<file path="src/rtl/capture_sequencer.sv">
`timescale 1ns / 1ps
`default_nettype none
// ============================================================================
//  Module      : capture_sequencer
//  Description : Arms, triggers and records a fixed-length ADC capture into a
//                storage FIFO, then drains it to the serial transmitter.
//                Optional build macro CAPTURE_AUTOTRIGGER_EN adds a timer that
//                self-triggers after TIMEOUT cycles spent in ARMED.
//  Revision    : 1.0 - initial release
// ============================================================================
module capture_sequencer #(
  parameter int CNT_W   = 16,
  parameter int TIMEOUT = 1000000
) (
  input  logic             Clock,
  input  logic             Reset,
  input  logic             Arm,
  input  logic             Abort,
  input  logic             Trigger,
  input  logic [CNT_W-1:0] RecordLength,
  input  logic             FifoNotFull,
  input  logic             FifoNotEmpty,
  input  logic             TxBusy,
  output logic             WriteStrobe,
  output logic             FifoReset,
  output logic             DrainEnable,
  output logic [1:0]       State,
  output logic             Done,
  output logic             Overflow
);

  typedef enum logic [1:0] {
    IDLE   = 2'd0,
    ARMED  = 2'd1,
    RECORD = 2'd2,
    DRAIN  = 2'd3
  } stateT;

  stateT            r_state;
  logic [CNT_W-1:0] r_count;
  logic             r_writeStrobe;
  logic             r_fifoReset;
  logic             r_drainEnable;
  logic             r_done;
  logic             r_overflow;

  stateT            w_nextState;
  logic [CNT_W-1:0] w_nextCount;
  logic             w_nextWriteStrobe;
  logic             w_nextFifoReset;
  logic             w_nextDrainEnable;
  logic             w_nextDone;
  logic             w_nextOverflow;
  logic             w_fire;

`ifdef CAPTURE_AUTOTRIGGER_EN
  localparam int c_timerW = (TIMEOUT > 1) ? $clog2(TIMEOUT) : 1;

  logic [c_timerW-1:0] r_timer;
  logic                w_timeout;

  // Timer never exceeds TIMEOUT-1: reaching it fires and leaves ARMED.
  assign w_timeout = (r_timer == c_timerW'(TIMEOUT - 1));
  assign w_fire    = Trigger || w_timeout;

  // Count cycles spent in ARMED; cleared whenever ARMED is entered or left.
  always_ff @(posedge Clock) begin
    if (Reset) begin
      r_timer <= '0;
    end else if (r_state == ARMED && w_nextState == ARMED) begin
      r_timer <= r_timer + 1'b1;
    end else begin
      r_timer <= '0;
    end
  end
`else
  assign w_fire = Trigger;

  // TIMEOUT only shapes the auto-trigger timer; this keeps one parameter set
  // for both builds without building anything here.
  if (TIMEOUT < 1) begin : g_timeoutUnused
  end
`endif

  // Next-state and next-output decode. Every output is launched from a flop,
  // so FifoNotFull is judged at the edge that would launch the next strobe.
  always_comb begin
    w_nextState       = r_state;
    w_nextCount       = r_count;
    w_nextWriteStrobe = 1'b0;
    w_nextFifoReset   = 1'b0;
    w_nextDrainEnable = 1'b0;
    w_nextDone        = 1'b0;
    w_nextOverflow    = r_overflow;

    if (Abort) begin
      // Abort beats everything, including a coincident Arm in IDLE.
      w_nextState = IDLE;
    end else begin
      case (r_state)
        IDLE: begin
          if (Arm) begin
            w_nextState     = ARMED;
            w_nextFifoReset = 1'b1;
            w_nextOverflow  = 1'b0;
          end
        end
        ARMED: begin
          if (w_fire) begin
            if (RecordLength == '0) begin
              w_nextState       = DRAIN;
              w_nextDrainEnable = 1'b1;
            end else begin
              w_nextState       = RECORD;
              w_nextCount       = RecordLength;
              w_nextWriteStrobe = 1'b1;
            end
          end
        end
        RECORD: begin
          // The strobe active this cycle consumes one count.
          w_nextCount = r_count - 1'b1;
          if (r_count == CNT_W'(1)) begin
            w_nextState       = DRAIN;
            w_nextDrainEnable = 1'b1;
          end else if (!FifoNotFull) begin
            w_nextState       = DRAIN;
            w_nextDrainEnable = 1'b1;
            w_nextOverflow    = 1'b1;
          end else begin
            w_nextWriteStrobe = 1'b1;
          end
        end
        DRAIN: begin
          if (!FifoNotEmpty && !TxBusy) begin
            w_nextState = IDLE;
            w_nextDone  = 1'b1;
          end else begin
            w_nextDrainEnable = 1'b1;
          end
        end
        default: begin
          w_nextState = IDLE;
        end
      endcase
    end
  end

  // State, counter and output registers.
  always_ff @(posedge Clock) begin
    if (Reset) begin
      r_state       <= IDLE;
      r_count       <= '0;
      r_writeStrobe <= 1'b0;
      r_fifoReset   <= 1'b0;
      r_drainEnable <= 1'b0;
      r_done        <= 1'b0;
      r_overflow    <= 1'b0;
    end else begin
      r_state       <= w_nextState;
      r_count       <= w_nextCount;
      r_writeStrobe <= w_nextWriteStrobe;
      r_fifoReset   <= w_nextFifoReset;
      r_drainEnable <= w_nextDrainEnable;
      r_done        <= w_nextDone;
      r_overflow    <= w_nextOverflow;
    end
  end

  assign State       = r_state;
  assign WriteStrobe = r_writeStrobe;
  assign FifoReset   = r_fifoReset;
  assign DrainEnable = r_drainEnable;
  assign Done        = r_done;
  assign Overflow    = r_overflow;

endmodule
`default_nettype wire

</file>
<file path="config.mk">
export PLATFORM = sky130hd
export DESIGN_NAME = capture_sequencer
export DESIGN_NICKNAME = d
export VERILOG_FILES = /design/src/rtl/capture_sequencer.sv
export SDC_FILE = /design/constraint.sdc
export NUM_CORES = 1
export LEC_CHECK = 0
export ABC_CLOCK_PERIOD_IN_PS = 2300
export CAP_MARGIN = 20
export CORE_MARGIN = 1
export CORE_UTILIZATION = 40
export DETAILED_ROUTE_END_ITERATION = 12
export PLACE_DENSITY = 0.76
export SLEW_MARGIN = 5
export SYNTH_ARGS = -nofsm -noshare
export SYNTH_HDL_FRONTEND = slang
export SYNTH_SLANG_ARGS = --single-unit
</file>
<file path="constraint.sdc">
create_clock -name Clock -period 2.3 [get_ports Clock]
set_input_delay 0.345 -clock Clock [delete_from_list [all_inputs] [get_ports Clock]]
set_output_delay 0.345 -clock Clock [all_outputs]
set_load 0.02 [all_outputs]
</file>
==> qor.log, run 1 <==
qor: outcome.status complete, no violations
qor: timing.fin_setup_tns 0 ps
qor: timing.max_freq 475 MHz
qor: cells_and_area.finish.cell_count_without_fillers 274
qor: worst_setup_path.timing.critical_path.slowest_stage_cell or4b_1
qor: clocking.cts.hold.buffers_added 0
qor: synthesis.post_synth_xor_area_fraction 0
qor: timing.final-setup-viol-count 0
qor: clocking.cts_repair_resize_count 0
qor: synthesis.synthesized_area_fraction_occupied_by_and_or_nand_nor_cells 0.322
qor: global_route.antenna_found_initial 0
qor: timing.holdWs 503 ps
qor: placed_design.post-dp-hpwl 2.69 mm
qor: cells_and_area.post-route-util 0.543
qor: clocking.ctsRootBufferMaster clkbuf_8
qor: floorplan.row_count 22
qor: clocking.clk_transition_reported_paths 80 ps
qor: placed_design.standard_cell_area_after_detailed_placement 1990 sq um
qor: timing.final_max_slew_viol_count 0
qor: cells_and_area.area.growth.synth_to_final 26.6%
qor: synthesis.synth.distinct_cells 50
qor: clocking.post-cts-setup-buffers 0
qor: power_and_ir_drop.worst_ir_drop_vdd 0.000340 V
qor: detailed_routing.avgRoutedWirePerCell 13.2 um
qor: floorplan.core_area 3740 sq um
qor: timing.post-route-min-period 2110 ps
qor: synthesis.synth-seq-cells 23
qor: detailed_routing.dr.first_iter.drc_count 99
qor: worst_setup_path.timing.critical_path.slowest_cell_delay 500 ps
qor: timing.grt_setup_unrepaired false
qor: worst_setup_path.critPathBufInv 2
qor: clocking.cts_sinks 23
qor: synthesis.synth.avg_cell_area 8.28 sq um
qor: synthesis.postSynthCellCount 194
qor: synthesis.synth_warn 0
qor: clocking.insertion_delay 260 ps
qor: global_route.maximum_number_of_pins_on_one_net_before_global_route_repair 29
qor: power_and_ir_drop.totalPowerFinal 944 uW
qor: detailed_routing.drt_pre_antenna_iters 4
qor: power_and_ir_drop.standby_leakage_power 0.717 nW
qor: worst_setup_path.critPathMaxFanout 10
qor: global_route.grt_overflow 0
qor: flow_run.maxCapViolations 0
qor: global_route.first_global_vias 1434
qor: synthesis.synth_area 1610 sq um
qor: detailed_routing.route.detailed.drc 0
qor: global_route.grt_first_pass_wirelength 6.51 mm
qor: floorplan.floorplan.die_area 4270 sq um
qor: detailed_routing.viasPerCell 5.53
qor: floorplan.initial_core_utilization 0.429
qor: timing.setup_ws 194 ps
qor: synthesis.synth_mux_area_frac 0.0374
qor: worst_setup_path.cpLargestDelayFamily simple AND/OR/NAND/NOR gates
qor: placed_design.place_ws 91.0 ps
qor: worst_setup_path.data_arrival_time_of_the_worst_path 2290 ps
qor: placed_design.dpl.cell_count 270
qor: clocking.cts_tree done
qor: placed_design.gp_congestion 0.848
qor: worst_setup_path.reg2reg_slack 190 ps
qor: timing.final.period_utilization 0.916
qor: synthesis.synth.net_count 225
qor: global_route.grt_usage 0.197
qor: clocking.cts_made_buffers 3
qor: floorplan.die_h 65.4 um
qor: timing.number_of_endpoints_with_negative_hold_slack_in_the_final_report 0
qor: worst_setup_path.cp-end-kind register
qor: timing.finalClockSkew 1.21 ps
qor: clocking.htree_num_levels 1
qor: worst_setup_path.worstSetupStartpointType register
qor: cells_and_area.finalInstanceArea 2030 sq um
qor: cells_and_area.antenna_cells_inserted 0
qor: worst_setup_path.worstPathCellList inv_1 > ha_1 > nand3b_1 > o21bai_2 > buf_4 > or4b_1 > a41oi_1
qor: timing.worst-slew-pin-transition 410 ps
qor: floorplan.dieWidth 65.4 um
qor: worst_setup_path.timing_worst_setup_path_type register to register
qor: power_and_ir_drop.power_per_cell_area 464 nW/um^2
qor: synthesis.synth_top_family_by_area simple AND/OR/NAND/NOR gates
qor: timing.slew_hr 0.724
qor: cells_and_area.final_layout_size_suffix_gt1_frac 0.115
qor: detailed_routing.drtAntennaViolNets 0
qor: hold_path.hold_wc_path_type register to register
qor: placed_design.number_of_buffers_inserted_by_port_buffering 30
qor: worst_setup_path.worst-endpoint-required 2490 ps
qor: floorplan.design.portCount 31
qor: detailed_routing.routed_wirelength 3.61 mm
qor: cells_and_area.final_nets 258
qor: detailed_routing.routed-via-count 1515
qor: synthesis.yosys.area_share.adder 0.0545
qor: synthesis.synth-compound-area-share 0.241
qor: synthesis.sequential_element_share_of_the_synthesized_area 0.287
qor: clocking.max_buffers_root_to_sink 2
==> report_power, final <==
group	switching, mW	total, mW	internal, mW	leakage, nW
sequential	0.0170	0.430	0.413	0.186
combinational	0.138	0.265	0.127	0.508
clock	0.126	0.250	0.124	0.0228
total	0.281	0.944	0.663	0.717
==> logic make-up after synthesis <==
family	count (synthesis)
AO/OA/AOI/OAI	54
AND/OR/NAND/NOR	82
adder cells (fa/ha/maj)	7
buffers and inverters	22
flip-flops	23
multiplexers	6
==> sequential cells by signal, indices dropped and copies added (netlist names) <==
register     count
FifoReset        1
WriteStrobe      1
r_count         16
Done             1
DrainEnable      1
Overflow         1
State            2
==> synth_stat cells (all sizes together) <==
cell / count / share of area
a2111oi: 1 / 0.0093
a211oi: 3 / 0.014
a21boi: 5 / 0.023
a21o: 5 / 0.023
a21oi: 13 / 0.040
a22oi: 1 / 0.0047
a311oi: 1 / 0.0055
a31oi: 6 / 0.033
a41oi: 2 / 0.011
and2: 1 / 0.0039
and3: 2 / 0.0078
buf: 7 / 0.023
clkbuf: 6 / 0.014
dfxtp: 23 / 0.29
ha: 7 / 0.055
inv: 9 / 0.021
mux2i: 6 / 0.037
nand2: 10 / 0.023
nand2b: 12 / 0.047
nand3: 6 / 0.019
nand3b: 2 / 0.0093
nand4: 2 / 0.012
nand4b: 1 / 0.0055
nor2: 13 / 0.030
nor2b: 6 / 0.023
nor3: 7 / 0.025
nor3b: 1 / 0.0047
nor4: 9 / 0.052
nor4b: 3 / 0.024
o21ai: 8 / 0.027
o21bai: 1 / 0.0070
o22ai: 1 / 0.0039
o31a: 1 / 0.0055
o31ai: 1 / 0.0047
o32a: 1 / 0.0062
o32ai: 4 / 0.022
or3: 4 / 0.019
or3b: 2 / 0.011
or4b: 1 / 0.0062
==> path summary, 6_finish.rpt <==
path,start,to,cells past startpoint
worst max-delay path,State[0],r_count[4],7
worst min-delay path,r_count[6],r_count[6],2
worst max register to register,State[0],r_count[4],7
worst min register to register,r_count[6],r_count[6],2
==> worst reg2reg max path: cells and delay by family (launching register included) <==
kind / cells / cell delay [ps]
and+or+nand+nor: 2 / 620
adders and majority gates: 1 / 360
AOI/OAI and AO/OA: 2 / 380
DFF: 1 / 380
buffers and inverters: 2 / 300
==> area by class of cell <==
cell class                      count  area, sq um
Fill cell                         366         1710
Multi-Input combinational cell    149         1050
Sequential cell                    23          460
Timing Repair Buffer               41          383
Tap cell                           48         60.1
Clock buffer                        4         45.0
Inverter                            9         33.8
==> layer usage <==
| layer | track usage | part of all wire |
|---|---|---|
| met4 | 0.0815 | 0.016 |
| met2 | 0.305 | 0.46 |
| met5 | 0 | 0 |
| met3 | 0.0382 | 0.032 |
| met1 | 0.263 | 0.49 |
==> layout by cell type (no fill, tap or decap), types with 2 or more instances in the layout <==
master and instances:
nor2_1 13, nor4_2 2, o32ai_1 4, a31oi_1 5, nor3_1 6, a21boi_0 4
clkbuf_8 3, inv_1 9, nor2b_1 6, dfxtp_1 23, nand2b_1 12, and3_1 2
a211oi_1 3, nand2_1 10, nor4_1 6, or3_1 3, o21ai_1 5, a21o_1 5
clkdlybuf4s50_1 30, or3b_1 2, ha_1 7, buf_4 11, o21ai_0 2, nor4b_2 2
a41oi_1 2, a21oi_1 13, nand3_1 6, nand3b_1 2, mux2i_1 6
Note: power is estimated with default switching activity, not from simulation.
==> run 2: changes to the inputs <==
--- a/config.mk
+++ b/config.mk
@@ -7,6 +7,7 @@
 export LEC_CHECK = 0
 export ABC_CLOCK_PERIOD_IN_PS = 2300
 export CAP_MARGIN = 20
+export CORE_ASPECT_RATIO = 0.6
 export CORE_MARGIN = 1
 export CORE_UTILIZATION = 40
 export DETAILED_ROUTE_END_ITERATION = 12
==> run 2 against run 1 <==
  * Worst hold slack improved by 0.81 ps
  * First-iteration DRC count is 38% higher
  * Non-clock buffer count down 1
  * Routed wire length is 8.1% higher
  * Sequential share of layout area fell by 0.18 points
  * Clock skew rose by 8.0 ps
  * Largest power group unchanged
  * Combinational power rose by 3%
  * The run now ends with DRC left
  * Die area rose by 0.19%
  * Fmax is 2.7% lower
==> qor.log, run 2 (same netlist as run 1, synthesis figures left out) <==
qor: outcome.status complete, but fails checks
qor: outcome.violated_checks DRC
qor: cells_and_area.final_layout_size_suffix_gt1_frac 0.111 [-0.00393]
qor: timing.post-route-min-period 2160 ps [+57.8 ps]
qor: clocking.cts_tree done
qor: global_route.maximum_number_of_pins_on_one_net_before_global_route_repair 49 [+69%]
qor: cells_and_area.finish.cell_count_without_fillers 272 [-0.73%]
qor: timing.worst-slew-pin-transition 549 ps [+139 ps]
qor: detailed_routing.drt_pre_antenna_iters 8 [+4]
qor: floorplan.initial_core_utilization 0.427 [-0.00242]
qor: placed_design.gp_congestion 0.822 [-3.1%]
qor: timing.max_freq 462 MHz [-2.7%]
qor: worst_setup_path.cpLargestDelayFamily simple AND/OR/NAND/NOR gates
qor: detailed_routing.dr.first_iter.drc_count 137 [+38%]
qor: timing.slew_hr 0.631 [-0.0935]
qor: detailed_routing.route.layer.met1.wl 2.06 mm [+17%]
qor: power_and_ir_drop.standby_leakage_power 0.722 nW [+0.73%]
qor: power_and_ir_drop.p_clk_frac 0.266 [about the same]
qor: power_and_ir_drop.sequentialPowerShare 0.449 [-0.006]
qor: floorplan.dieWidth 83.8 um [+28%]
qor: flow_run.maxCapViolations 0 [unchanged]
qor: worst_setup_path.cp-end-kind register
qor: power_and_ir_drop.power.share.switching 0.305 [+0.00775]
qor: hold_path.timing.hold.worst.start r_count[12]
qor: detailed_routing.viasPerCell 5.65 [+2.2%]
qor: cells_and_area.area.growth.synth_to_final 27.6%
qor: detailed_routing.routed_met2_length 1.55 mm [-7.9%]
qor: hold_path.hold-path-cell-count 2 [unchanged]
qor: detailed_routing.routed-wl-met3 285 um [+140%]
qor: clocking.ctsRootBufferMaster clkbuf_8
qor: timing.final_max_slew_viol_count 0 [unchanged]
qor: worst_setup_path.timing_worst_setup_path_type register to register
qor: worst_setup_path.reg2reg_slack 140 ps [-60 ps]
qor: hold_path.whs_endpoint r_count[12]
qor: power_and_ir_drop.internal-power 666 uW [+0.42%]
qor: clocking.max_buffers_root_to_sink 2 [unchanged]
qor: cells_and_area.antenna_cells_inserted 0 [unchanged]
qor: detailed_routing.routed-via-count 1537 [+1.5%]
qor: power_and_ir_drop.worst_ir_drop_vdd 0.000242 V [-29%]
qor: worst_setup_path.worstPathCellList inv_1 > ha_1 > nand3b_1 > o21bai_2 > buf_12 > or4b_1 > a41oi_1
qor: detailed_routing.highest-signal-layer met4
qor: cells_and_area.final_cell_mix clkdlybuf4s50_1 (30), dfxtp_1 (23), nor2_1 (13), a21oi_1 (13), nand2b_1 (12)
qor: placed_design.dpl.cell_count 268 [-0.74%]
qor: power_and_ir_drop.p_comb_frac 0.285 [+0.005]
qor: detailed_routing.avgRoutedWirePerCell 14.3 um [+8.9%]
qor: worst_setup_path.timing.critical_path.slowest_cell_delay 500 ps [about the same]
qor: clocking.cts_repair_resize_count 0 [unchanged]
qor: cells_and_area.final_common_cell clkdlybuf4s50_1
qor: global_route.grt_overflow 0 [unchanged]
qor: hold_path.hold_wc_path_type register to register
qor: power_and_ir_drop.p_switching 293 uW [+4.2%]
qor: clocking.cts.hold.buffers_added 0 [unchanged]
qor: detailed_routing.routed_wirelength 3.90 mm [+8.1%]
qor: power_and_ir_drop.totalPowerFinal 959 uW [+1.5%]
qor: cells_and_area.final_nets 257 [-0.39%]
qor: clocking.htree_num_levels 1 [unchanged]
qor: global_route.first_global_vias 1360 [-5.2%]
qor: cells_and_area.post-route-util 0.545 [+0.00125]
qor: floorplan.core_area 3760 sq um [+0.57%]
qor: placed_design.number_of_buffers_inserted_by_port_buffering 30 [unchanged]
qor: cells_and_area.largest-register r_count
qor: clocking.clk_transition_reported_paths 90 ps [about the same]
qor: clocking.post-cts-setup-buffers 0 [unchanged]
qor: worst_setup_path.worst_r2r_endpoint r_count[4]
qor: cells_and_area.fill_cells 344 [-6.0%]
qor: timing.final-setup-viol-count 0 [unchanged]
qor: timing.fin_setup_tns 0 ps [unchanged]
qor: global_route.antenna_found_initial 0 [unchanged]
qor: timing.finalClockSkew 9.18 ps [+7.97 ps]
qor: timing.grt_setup_unrepaired false
qor: clocking.insertion_delay 270 ps [about the same]
qor: worst_setup_path.timing.critical_path.slowest_stage_cell or4b_1
qor: detailed_routing.drtAntennaViolNets 0 [unchanged]
qor: worst_setup_path.critPathBufInv 2 [unchanged]
qor: cells_and_area.largest_reg_flops 16 [unchanged]
qor: worst_setup_path.data_arrival_time_of_the_worst_path 2360 ps [+70 ps]
qor: power_and_ir_drop.power_per_cell_area 467 nW/um^2 [+0.73%]
qor: global_route.grt_usage 0.205 [+0.00816]
qor: worst_setup_path.worst-endpoint-required 2500 ps [about the same]
qor: timing.number_of_endpoints_with_negative_hold_slack_in_the_final_report 0 [unchanged]
qor: floorplan.floorplan.die_area 4280 sq um [+0.19%]
qor: worst_setup_path.critPathMaxFanout 32 [+22]
qor: worst_setup_path.worstSetupStartpointType register
qor: floorplan.design.portCount 31 [unchanged]
qor: worst_setup_path.critical_path.reg2reg.startpoint State[0]
qor: worst_setup_path.worst_r2r_path_cells 7 [unchanged]
qor: clocking.cts_made_buffers 3 [unchanged]
qor: clocking.cts_sinks 23 [unchanged]
qor: floorplan.row_count 17 [-23%]
qor: timing.holdWs 504 ps [+0.806 ps]
qor: placed_design.post-dp-hpwl 2.96 mm [+10%]
qor: detailed_routing.route.detailed.drc 2 [+2]
qor: timing.final.period_utilization 0.941 [+0.0252]
qor: floorplan.die_h 51.1 um [-22%]
qor: global_route.grt_first_pass_wirelength 6.92 mm [+6.4%]
-- run 2: cell types whose count changed in the layout (fill, tap and decap cells not counted), sizes merged --
cell,before,now
buf,11,10
-- run 2: worst register-to-register path, delay by kind of cell (launching register included) --
kind	cells	cell delay, ps
and+or+nand+nor	2	630
buffers and inverters	2	310
adders and majority gates	1	390
AOI/OAI and AO/OA	2	370
DFF	1	390
-- run 2: metal layers --
layer / global-route usage / vias to the layer above
met5: 0 / -
met4: 0.0345 / 0
met3: 0.0436 / 3
met2: 0.283 / 54
met1: 0.320 / 699
li1: - / 781
-- run 2: per-stage QoR --
stage / worst slack, ps / area [sq um]
6_report: 136 / 2050
3_5_place_dp: 93.7 / 2010
4_1_cts: 140 / 2050
5_1_grt: 41.0 / 2050
2_1_floorplan: 352 / 1610
3_3_place_gp: 82.0 / 2010
-- run 2: final cells by class --
type	instances	area, sq um	area share
clock buffer	4	45.0	0.0220
inverter	9	33.8	0.0165
multi-input combinational	149	1050	0.513
sequential	23	460	0.225
tap	47	58.8	0.0287
timing repair buffer	40	400	0.195
-- run 2: power groups by stage --
stage,Combinational [mW],Clock [mW],Sequential (mW)
after floorplan,0.167,0,0.440
after global placement,0.267,0,0.438
after detailed placement,0.269,0,0.439
after CTS,0.271,0.262,0.430
after global routing,0.305,0.277,0.433
final,0.273,0.255,0.430
-- run 2: how the worst max path moves through the flow --
stage / startpoint / to / slack (ps) / depth (start not counted)
3_5_place_dp: RecordLength[6] / r_count[4] / 90 / 8
6_report: State[0] / r_count[4] / 140 / 7
5_1_grt: State[0] / r_count[4] / 40 / 7
3_3_place_gp: RecordLength[6] / r_count[4] / 80 / 8
2_1_floorplan: State[0] / r_count[4] / 350 / 6
4_1_cts: State[0] / r_count[4] / 140 / 7
==> run 3: changes to the inputs <==
--- a/config.mk
+++ b/config.mk
@@ -6,13 +6,15 @@
 export NUM_CORES = 1
 export LEC_CHECK = 0
 export ABC_CLOCK_PERIOD_IN_PS = 2300
-export CAP_MARGIN = 20
+export CAP_MARGIN = 10
 export CORE_ASPECT_RATIO = 0.6
 export CORE_MARGIN = 1
 export CORE_UTILIZATION = 40
 export DETAILED_ROUTE_END_ITERATION = 12
+export GPL_TIMING_DRIVEN = 0
 export PLACE_DENSITY = 0.76
 export SLEW_MARGIN = 5
 export SYNTH_ARGS = -nofsm -noshare
 export SYNTH_HDL_FRONTEND = slang
 export SYNTH_SLANG_ARGS = --single-unit
+export TNS_END_PERCENT = 100
==> run 3 against run 2 <==
  * The flow still finishes with violations (DRC)
  * Worst setup slack gained 76 ps
  * Register-to-register slack gained 80 ps
  * Critical path type unchanged
  * Sequential share of layout area grew 0.43 points
  * Core utilization shrank 1.0 points
  * Final area shrank 1.9%
==> qor.log, run 3 (same netlist as run 1, synthesis figures left out) <==
qor: global_route.first_global_vias 1378 [+1.3%]
qor: cells_and_area.area.growth.synth_to_final 25.2%
qor: cells_and_area.final_common_cell clkdlybuf4s50_1
qor: hold_path.hold_wc_path_type register to register
qor: clocking.ctsRootBufferMaster clkbuf_8
qor: worst_setup_path.critPathBufInv 3 [+1]
qor: clocking.htree_num_levels 1 [unchanged]
qor: worst_setup_path.critical_path.reg2reg.startpoint State[1]
qor: cells_and_area.fill_cells 339 [-1.5%]
qor: floorplan.initial_core_utilization 0.427 [unchanged]
qor: floorplan.design.portCount 31 [unchanged]
qor: worst_setup_path.worstPathCellList inv_1 > ha_1 > nand3b_1 > o21bai_2 > clkbuf_4 > buf_4 > o32ai_1
qor: detailed_routing.viasPerCell 5.86 [+3.7%]
qor: detailed_routing.drtAntennaViolNets 0 [unchanged]
qor: detailed_routing.routed-via-count 1612 [+4.9%]
qor: cells_and_area.final_nets 260 [+1.2%]
qor: placed_design.gp_congestion 0.888 [+8.0%]
qor: detailed_routing.routed_wirelength 4.35 mm [+11%]
qor: clocking.insertion_delay 270 ps [about the same]
qor: floorplan.dieWidth 83.8 um [unchanged]
qor: global_route.grt_usage 0.214 [+0.00966]
qor: floorplan.core_area 3760 sq um [unchanged]
qor: worst_setup_path.timing.critical_path.slowest_cell_delay 450 ps [-50 ps]
qor: timing.slew_hr 0.620 [-0.0106]
qor: placed_design.number_of_buffers_inserted_by_port_buffering 29 [-3.3%]
qor: floorplan.floorplan.die_area 4280 sq um [unchanged]
qor: placed_design.post-dp-hpwl 3.25 mm [+9.6%]
qor: hold_path.hold-path-cell-count 2 [unchanged]
qor: detailed_routing.dr.first_iter.drc_count 152 [+11%]
qor: detailed_routing.avgRoutedWirePerCell 15.8 um [+10%]
qor: clocking.cts_made_buffers 3 [unchanged]
qor: timing.final.period_utilization 0.908 [-0.0332]
qor: global_route.maximum_number_of_pins_on_one_net_before_global_route_repair 13 [-73%]
qor: placed_design.dpl.cell_count 270 [+0.75%]
qor: worst_setup_path.data_arrival_time_of_the_worst_path 2250 ps [-110 ps]
qor: floorplan.row_count 17 [unchanged]
qor: cells_and_area.final_cell_mix clkdlybuf4s50_1 (29), dfxtp_1 (23), nor2_1 (13), a21oi_1 (13), nand2b_1 (12)
qor: hold_path.whs_endpoint r_count[6]
qor: cells_and_area.finalInstanceArea 2010 sq um [-1.9%]
qor: floorplan.die_h 51.1 um [unchanged]
qor: timing.grt_setup_unrepaired false
qor: timing.fin_setup_tns 0 ps [unchanged]
qor: worst_setup_path.cpLargestDelayFamily buffers and inverters
qor: placed_design.place_ws -133 ps [-227 ps]
qor: worst_setup_path.worstSetupStartpointType register
qor: worst_setup_path.critPathMaxFanout 10 [-69%]
qor: global_route.antenna_found_initial 0 [unchanged]
qor: power_and_ir_drop.power_per_cell_area 479 nW/um^2 [+2.4%]
qor: outcome.violated_checks DRC
qor: clocking.max_buffers_root_to_sink 2 [unchanged]
qor: timing.post-route-min-period 2090 ps [-76.3 ps]
qor: cells_and_area.largest-register r_count
qor: clocking.cts_sinks 23 [unchanged]
qor: timing.max_freq 479 MHz [+3.7%]
qor: flow_run.maxCapViolations 0 [unchanged]
qor: worst_setup_path.cp-end-kind register
qor: cells_and_area.largest_reg_flops 16 [unchanged]
qor: power_and_ir_drop.totalPowerFinal 963 uW [+0.50%]
qor: timing.finalClockSkew 13.2 ps [+4.05 ps]
qor: cells_and_area.post-route-util 0.534 [-0.0103]
qor: timing.number_of_endpoints_with_negative_hold_slack_in_the_final_report 0 [unchanged]
qor: worst_setup_path.worst-endpoint-required 2460 ps [-40 ps]
qor: clocking.cts_tree done
qor: timing.final_max_slew_viol_count 0 [unchanged]
qor: detailed_routing.route.detailed.drc 2 [unchanged]
qor: global_route.grt_overflow 0 [unchanged]
qor: cells_and_area.antenna_cells_inserted 0 [unchanged]
qor: timing.holdWs 502 ps [-1.51 ps]
qor: cells_and_area.final_layout_size_suffix_gt1_frac 0.105 [-0.00585]
qor: worst_setup_path.timing.critical_path.slowest_stage_cell dfxtp_1
qor: power_and_ir_drop.standby_leakage_power 0.703 nW [-2.6%]
qor: timing.worst-slew-pin-transition 565 ps [+15.8 ps]
qor: placed_design.standard_cell_area_after_detailed_placement 1960 sq um [-2.5%]
qor: worst_setup_path.worst_r2r_endpoint r_count[14]
qor: timing.setup_ws 212 ps [+76.3 ps]
qor: global_route.grt_first_pass_wirelength 7.08 mm [+2.3%]
qor: outcome.status complete, but fails checks
qor: worst_setup_path.timing_worst_setup_path_type register to register
qor: power_and_ir_drop.worst_ir_drop_vdd 0.000235 V [-2.9%]
qor: worst_setup_path.worst_r2r_path_cells 7 [unchanged]
qor: timing.final-setup-viol-count 0 [unchanged]
qor: hold_path.timing.hold.worst.start r_count[6]
qor: cells_and_area.finish.cell_count_without_fillers 275 [+1.1%]
qor: worst_setup_path.reg2reg_slack 210 ps [+80 ps]
qor: clocking.clk_transition_reported_paths 90 ps [about the same]
qor: detailed_routing.drt_pre_antenna_iters 9 [+1]
## run 3: cell count changes in the layout (fill, tap and decap cells not counted)
cell,delta
buf_4,-6
clkbuf_1,+5
buf_2,+5
clkdlybuf4s50_1,-1
clkbuf_4,+1
buf_12,-2
clkbuf_2,+1
## run 3: layout make-up
| type | instances | area [sq um] | area share |
|---|---|---|---|
| Timing Repair Buffer | 30 | 298 | 0.148 |
| Inverter | 9 | 33.8 | 0.0168 |
| Buffer | 13 | 63.8 | 0.0317 |
| Multi-Input combinational cell | 149 | 1050 | 0.523 |
| Clock buffer | 4 | 45.0 | 0.0224 |
| Tap cell | 47 | 58.8 | 0.0292 |
| Sequential cell | 23 | 460 | 0.229 |
## run 3: worst max path at each step
stage                          start     endpoint  slack [ps]  cells past startpoint
finish                      State[1]  r_count[14]         210                      7
CTS                 RecordLength[11]  r_count[14]         140                      8
global route                State[1]  r_count[14]          70                      7
global placement     RecordLength[5]   r_count[7]        -150                      8
floorplan                   State[0]   r_count[4]         350                      6
detailed placement  RecordLength[11]  r_count[14]        -130                      8
## run 3: repair_timing
action | 4_1_cts | 5_1_grt
resized for setup | 0 | 3
hold endpoints to repair | 0 | 0
setup endpoints to repair | 0 | 8
setup buffers | 0 | 1
hold buffers | 0 | 0
## run 3: per-layer routing
layer | global-route usage | part of all wire
met5 | 0 | 0
met1 | 0.337 | 0.53
met4 | 0.0287 | 0.0028
met3 | 0.0468 | 0.078
met2 | 0.296 | 0.39
## run 3: worst register-to-register path, stage by stage, from the launching register on
cell      delay (ps)
dfxtp_1          450
inv_1            120
ha_1             360
nand3b_1         130
o21bai_2         240
clkbuf_4         210
buf_4            200
o32ai_1          280
## run 3: power breakdown
group / internal (mW) / switching, mW
sequential: 0.413 / 0.0180
combinational: 0.124 / 0.151
clock: 0.124 / 0.135
total: 0.660 / 0.303
